**config.mk**
```make
export PLATFORM = sky130hd
export DESIGN_NAME = seg7_display_ctrl_flat
export DESIGN_NICKNAME = d
export VERILOG_FILES = /design/src/rtl/seg7_display_ctrl_pkg.sv /design/src/rtl/seg7_display_ctrl_if.sv /design/src/rtl/seg7_display_ctrl_hex_decoder.sv /design/src/rtl/seg7_display_ctrl.sv /design/src/flat_wrapper.sv
export SDC_FILE = /design/constraint.sdc
export NUM_CORES = 1
export LEC_CHECK = 0
export BUFFER_PORTS_ARGS = -buffer_cell sky130_fd_sc_hd__buf_2
export CAP_MARGIN = 0
export CORE_UTILIZATION = 57
export DETAILED_ROUTE_END_ITERATION = 7
export PLACE_DENSITY = 0.95
export RECOVER_POWER = 50
export SLEW_MARGIN = 20
export SYNTH_ARGS = -nofsm -noshare
export SYNTH_HDL_FRONTEND = slang
export SYNTH_SLANG_ARGS = --single-unit
```
**constraint.sdc**
```tcl
create_clock -name cpu_clk -period 5.9 [get_ports cpu_clk]
set_input_delay 1.475 -clock cpu_clk [delete_from_list [all_inputs] [get_ports cpu_clk]]
set_output_delay 1.475 -clock cpu_clk [all_outputs]
set_load 0.005 [all_outputs]
```
**src/rtl/seg7_display_ctrl_pkg.sv**
```systemverilog
// Shared constants for the seven-segment display peripheral: register
// offsets, CTRL bit positions and reset values.
package seg7_display_ctrl_pkg;

  typedef enum logic [1:0] {
    SEG_OFS_DATA = 2'd0,
    SEG_OFS_MASK = 2'd1,
    SEG_OFS_CTRL = 2'd2,
    SEG_OFS_RSVD = 2'd3
  } seg_ofs_e;

  localparam int unsigned CTRL_EN_BIT     = 0;
  localparam int unsigned CTRL_DP_ALL_BIT = 1;

  localparam logic [31:0] DATA_RST = 32'h0000_0000;
  localparam logic [7:0]  MASK_RST = 8'hFF;
  localparam logic [1:0]  CTRL_RST = 2'b01;
  localparam logic [7:0]  OUT_OFF  = 8'hFF;

  // Select the hex nibble shown on digit idx (digit 0 is the low nibble).
  function automatic logic [3:0] digit_nibble(input logic [31:0] data, input logic [2:0] idx);
    logic [31:0] shifted;
    shifted = data >> {idx, 2'b00};
    return shifted[3:0];
  endfunction

endpackage

```
**src/rtl/seg7_display_ctrl_if.sv**
```systemverilog
// Peripheral-side CPU bus after bridge decode: select, word offset,
// write strobe/data and combinational readback.
interface seg7_display_ctrl_if;
  logic        sel;
  logic [11:0] addr;
  logic        wen;
  logic [31:0] wdata;
  logic [31:0] rdata;

  modport master (output sel, output addr, output wen, output wdata, input rdata);
  modport slave  (input sel, input addr, input wen, input wdata, output rdata);
endinterface

```
**src/rtl/seg7_display_ctrl_hex_decoder.sv**
```systemverilog
// Nibble to seven-segment glyph, active-high {g,f,e,d,c,b,a}.
module seg7_hex_decoder (
  input  logic [3:0] nibble,
  output logic [6:0] segs
);

  // Standard 0-F glyph table.
  always_comb begin
    segs = 7'h00;
    case (nibble)
      4'h0: segs = 7'h3F;
      4'h1: segs = 7'h06;
      4'h2: segs = 7'h5B;
      4'h3: segs = 7'h4F;
      4'h4: segs = 7'h66;
      4'h5: segs = 7'h6D;
      4'h6: segs = 7'h7D;
      4'h7: segs = 7'h07;
      4'h8: segs = 7'h7F;
      4'h9: segs = 7'h6F;
      4'hA: segs = 7'h77;
      4'hB: segs = 7'h7C;
      4'hC: segs = 7'h39;
      4'hD: segs = 7'h5E;
      4'hE: segs = 7'h79;
      4'hF: segs = 7'h71;
      default: segs = 7'h00;
    endcase
  end

endmodule

```
**src/rtl/seg7_display_ctrl.sv**
```systemverilog
// Memory-mapped 8-digit seven-segment display controller: DATA/MASK/CTRL
// registers, combinational readback, and a blanked multiplexed scan.
import seg7_display_ctrl_pkg::*;

module seg7_display_ctrl #(
  parameter int unsigned SCAN_DIV     = 20000,
  parameter int unsigned BLANK_CYCLES = 2
) (
  input  logic                 cpu_clk,
  input  logic                 cpu_rst,
  seg7_display_ctrl_if.slave   bus,
  output logic [7:0]           dig_en_n,
  output logic [7:0]           seg_n
);

  localparam int unsigned      CNT_W     = (SCAN_DIV > 1) ? $clog2(SCAN_DIV) : 1;
  localparam logic [CNT_W-1:0] CNT_MAX   = CNT_W'(SCAN_DIV - 1);
  localparam logic [CNT_W-1:0] BLANK_LIM = CNT_W'(BLANK_CYCLES);

  logic [31:0]      data_q, data_d;
  logic [7:0]       mask_q, mask_d;
  logic [1:0]       ctrl_q, ctrl_d;
  logic [CNT_W-1:0] cnt_q, cnt_d;
  logic [2:0]       idx_q, idx_d;
  logic [7:0]       dig_en_n_q, dig_en_n_d;
  logic [7:0]       seg_n_q, seg_n_d;

  logic [31:0]      rdata_s;
  logic             blank_s;
  logic [6:0]       hex_s;
  logic             unused_addr_s;

  seg_ofs_e ofs_s;
  assign ofs_s = seg_ofs_e'(bus.addr[3:2]);

  // Only the word-select bits of the offset matter.
  assign unused_addr_s = ^{bus.addr[11:4], bus.addr[1:0]};

  // Readback mux; reflects pre-write register contents in a write cycle.
  always_comb begin
    rdata_s = 32'h0000_0000;
    if (bus.sel) begin
      case (ofs_s)
        SEG_OFS_DATA: rdata_s = data_q;
        SEG_OFS_MASK: rdata_s = {24'h00_0000, mask_q};
        SEG_OFS_CTRL: rdata_s = {30'h0000_0000, ctrl_q};
        default:      rdata_s = 32'h0000_0000;
      endcase
    end else begin
      rdata_s = 32'h0000_0000;
    end
  end

  assign bus.rdata = rdata_s;

  // Register write decode; the reserved offset swallows writes.
  always_comb begin
    data_d = data_q;
    mask_d = mask_q;
    ctrl_d = ctrl_q;
    if (bus.sel && bus.wen) begin
      case (ofs_s)
        SEG_OFS_DATA: data_d = bus.wdata;
        SEG_OFS_MASK: mask_d = bus.wdata[7:0];
        SEG_OFS_CTRL: ctrl_d = bus.wdata[1:0];
        default:      data_d = data_q;
      endcase
    end else begin
      data_d = data_q;
    end
  end

  // Slot prescaler and digit index; they free-run independent of EN.
  always_comb begin
    cnt_d = cnt_q + {{(CNT_W-1){1'b0}}, 1'b1};
    idx_d = idx_q;
    if (cnt_q == CNT_MAX) begin
      cnt_d = {CNT_W{1'b0}};
      idx_d = idx_q + 3'd1;
    end else begin
      idx_d = idx_q;
    end
  end

  seg7_hex_decoder u_hex (
    .nibble (digit_nibble(data_q, idx_q)),
    .segs   (hex_s)
  );

  // Next output pattern: dark during the anti-ghosting window, when
  // disabled, or when the current digit is masked off.
  always_comb begin
    blank_s = ((BLANK_CYCLES != 0) && (cnt_q < BLANK_LIM))
              || !ctrl_q[CTRL_EN_BIT] || !mask_q[idx_q];
    if (blank_s) begin
      dig_en_n_d = OUT_OFF;
      seg_n_d    = OUT_OFF;
    end else begin
      dig_en_n_d = ~(8'h01 << idx_q);
      seg_n_d    = {~ctrl_q[CTRL_DP_ALL_BIT], ~hex_s};
    end
  end

  // State update; reset overrides a coincident bus write.
  always_ff @(posedge cpu_clk) begin
    if (cpu_rst) begin
      data_q     <= DATA_RST;
      mask_q     <= MASK_RST;
      ctrl_q     <= CTRL_RST;
      cnt_q      <= {CNT_W{1'b0}};
      idx_q      <= 3'd0;
      dig_en_n_q <= OUT_OFF;
      seg_n_q    <= OUT_OFF;
    end else begin
      data_q     <= data_d;
      mask_q     <= mask_d;
      ctrl_q     <= ctrl_d;
      cnt_q      <= cnt_d;
      idx_q      <= idx_d;
      dig_en_n_q <= dig_en_n_d;
      seg_n_q    <= seg_n_d;
    end
  end

  assign dig_en_n = dig_en_n_q;
  assign seg_n    = seg_n_q;

endmodule

```
**src/flat_wrapper.sv**
```systemverilog
// flat-port wrapper written by rule: the top's interface ports become plain ports
module seg7_display_ctrl_flat 
#(
  parameter int unsigned SCAN_DIV     = 20000,
  parameter int unsigned BLANK_CYCLES = 2
)
  (cpu_clk, cpu_rst, dig_en_n, seg_n, bus_sel, bus_addr, bus_wen, bus_wdata, bus_rdata);
  seg7_display_ctrl_if bus_i ();
  input  logic cpu_clk;
  input  logic cpu_rst;
  output logic [7:0] dig_en_n;
  output logic [7:0] seg_n;
  input wire logic [$bits(bus_i.sel)-1:0] bus_sel;
  input wire logic [$bits(bus_i.addr)-1:0] bus_addr;
  input wire logic [$bits(bus_i.wen)-1:0] bus_wen;
  input wire logic [$bits(bus_i.wdata)-1:0] bus_wdata;
  output wire logic [$bits(bus_i.rdata)-1:0] bus_rdata;
  assign bus_i.sel = bus_sel;
  assign bus_i.addr = bus_addr;
  assign bus_i.wen = bus_wen;
  assign bus_i.wdata = bus_wdata;
  assign bus_rdata = bus_i.rdata;
  seg7_display_ctrl #(.SCAN_DIV(SCAN_DIV), .BLANK_CYCLES(BLANK_CYCLES)) u_core (.cpu_clk(cpu_clk), .cpu_rst(cpu_rst), .bus(bus_i), .dig_en_n(dig_en_n), .seg_n(seg_n));
endmodule
```
==> results.cfg <==
[routing]
initialDrtViolationCount = 184
wire_per_inst_um = 14.81
drt-pass1-iter-count = 5
wl_um = 8411
remaining_drc_errors = 0
ant_nets = 0
viasPerCell = 5.567
vias = 3162

[floorplanning]
rows = 28
ios = 96
coreArea_mm2 = 0.006026
die-area_mm2 = 0.006680
start_util_pct = 60.13
die-width_um = 81.73
dieHeight_um = 81.73

[power]
p_switching_mw = 0.2450
seqPwrFrac_pct = 52.9
finalPower_mw = 1.010
comb_power_share_pct = 7.4
clockPowerShare_pct = 39.7
vdd_drop_max_v = 0.0001966
power.internal_mw = 0.7651
sw_frac_of_total_pct = 24.25
p_per_area_mw_per_mm2 = 239.8
p_leak_nw = 1.797

[yosys]
synthesis.nets = 474
yosys.area.top_type_share_pct = 41.99
ys_seq_area_share_pct = 41.99
yosysMostFrequentCell = nand2_1
yosys.area.top_type = dfxtp_1
synth_area_mm2 = 0.003623
synth_fa_ha_area_share_pct = 4.489
ys_warn_count = 0
ys.flop_type = dfxtp_1
synth_compound_area_share_pct = 7.148
synth_commonest_cells = nand2_1 (103), dfxtp_1 (76), a21oi_1 (33)
syn_avg_cell_area_um2 = 8.774
synth.distinct_cells = 44
synthSimpleGateAreaFrac_pct = 25.07
synth-xor-area-share_pct = 3.384
ys_ff_latch = 76
synth_edf_count = 0
synth_top_family_by_area = simple AND/OR/NAND/NOR gates
postSynthCellCount = 413
synth_area_leaders = dfxtp_1 (42%), nand2_1 (11%), and2_1 (5.2%)
synthArstFlopShare_pct = 0
muxShareOfSynthArea_pct = 13.36

[hold_path]
hold_depth = 1
hold_path_startpoint = u_core.ctrl_q[1]
min_to = u_core.seg_n[7]
hold_path.class = reg -> reg

[clocking]
postCtsHoldBufs = 0
cts_resized = 0
clk_pin_slew_ns = 0.08
cts.path.max_buffers = 2
htreeDepth = 3
clock_latency_ns = 0.36
cts_tree = done
cts_made_buffers = 9
clockRootBuffer = clkbuf_8
cts_setup_buffers = 0
cts_num_sinks = 76

[timing]
tightestPinTransition_ns = 1.640
hold_viol_final = 0
tns_ns = 0
slew_headroom_pct = -9.344
fin_skew_ns = 0.007240
post-route-period-util_pct = 71.93
grt_setup_unrepaired = no
final-setup-viol-count = 0
holdWs_ns = 0.4634
maxSlewViolCount = 39
layout_min_cycle_time_ns = 4.244
timing.fmax_ghz = 0.2356

[global_routing]
gr-total-overflow = 0
grt_pass1_vias = 3053
grt_max_degree = 39
grt_pass1_wl_um = 13570
grt_usage_pct = 27.12
antenna_found_initial = 0

[finish]
finalCoreUtilization_pct = 69.89
drive_gt1_share_pct = 20.69
antennaDiodeCount = 0
syn_to_final_growth_pct = 16.23
fin_nets = 549

[setup_path]
regToRegEndpoint = u_core.seg_n[4]
slowest_stage = clkbuf_1
cp_data_required_time_ns = 4.43
regToRegStartpoint = u_core.idx_q[0]
setup.worst_path.end_class = primary output
reg2reg_slack_ns = 2.98
cp.arrival_ns = 2.77
cp_top_family = buffers and inverters
slowest_delay_ns = 0.59
crit_fanout = 24
worstSetupStartpointType = primary input
worstSetupPathType = in -> out
cp_cell_sequence = clkbuf_1, nor2_1, buf_4, and2_1, buf_2
path_buf_inv = 3
r2r_cells = 5

[run_status]
status = finished with violations
violations = capacitance limit, slew limit

[flow_run]
drv_cap = 1

[placement]
portBuffers = 85
gp_congestion = 0.9065
dpl.hpwl_um = 5907
[cells by family (layout without fill, tap and decap cells)]
family | Yosys count | in the layout
AND/OR/NAND/NOR | 201 | 201
buffers and inverters | 33 | 113
AO/OA/AOI/OAI | 45 | 45
XOR/XNOR | 14 | 14
adder cells (fa/ha/maj) | 13 | 13
multiplexers | 31 | 31
flip-flops | 76 | 76
[stage by stage]
step	instances	worst slack (ns)	cell area, µm²
CTS	568	1.819	4229
detailed placement	552	1.851	4035
floorplan	413	2.045	3623
finish	568	1.656	4212
global placement	552	1.905	4035
global route	568	1.579	4212
[area by class of cell]
| cell class | count | area (µm²) |
|---|---|---|
| Fill cell | 455 | 1814 |
| Clock buffer | 12 | 145.1 |
| Multi-Input combinational cell | 304 | 1942 |
| Tap cell | 75 | 93.84 |
| Clock inverter | 4 | 48.80 |
| Sequential cell | 76 | 1521 |
| Timing Repair Buffer | 87 | 422.9 |
| Inverter | 10 | 37.54 |
[flip-flops by register name (all words and copies together) (netlist names)]
signal	cells
u_core.data_q	32
u_core.cnt_q	15
u_core.dig_en_n	8
u_core.mask_q	8
u_core.seg_n	8
u_core.idx_q	3
u_core.ctrl_q	2
[power by group through the flow]
stage	sequential, mW	clock (mW)	combinational, mW
3_3_place_gp	0.545	0	0.0729
4_1_cts	0.534	0.400	0.0759
2_1_floorplan	0.545	0	0.0460
6_report	0.534	0.401	0.0752
3_5_place_dp	0.546	0	0.0753
5_1_grt	0.536	0.424	0.0834
[layout by cell type (no fill, tap or decap), types with 3 or more instances in the layout]
cell      count
mux2_2        3
a21oi_1      33
xnor2_1       8
mux4_1        6
clkbuf_1     14
dfxtp_1      76
mux4_2        4
buf_2        71
nor2_1       31
nand3_1      16
o21ai_1       3
ha_1         13
nand2_1     103
mux2i_1      15
nor4_1        3
inv_1         9
xor2_1        6
clkbuf_8     10
nand4_1       4
and2_1       29
[per-layer routing]
| metal | wire length, µm | global-route usage (%) | vias to the layer above |
|---|---|---|---|
| met3 | 577 | 7.000 | 15 |
| met4 | 156 | 12.81 | 0 |
| li1 | - | - | 1527 |
| met1 | 3442 | 31.68 | 1497 |
| met5 | 0 | 0 | - |
| met2 | 4235 | 46.12 | 123 |
[worst max path at each step]
stage | startpoint | endpoint | slack [ns] | depth (start not counted)
5_1_grt | bus_addr[2] | bus_rdata[11] | 1.58 | 5
3_5_place_dp | bus_addr[3] | bus_rdata[14] | 1.85 | 6
4_1_cts | bus_addr[3] | bus_rdata[14] | 1.82 | 6
3_3_place_gp | bus_addr[3] | bus_rdata[14] | 1.90 | 6
2_1_floorplan | bus_addr[2] | bus_rdata[11] | 2.05 | 4
6_report | bus_addr[2] | bus_rdata[15] | 1.66 | 5
Note: power is estimated with default switching activity, not from simulation.
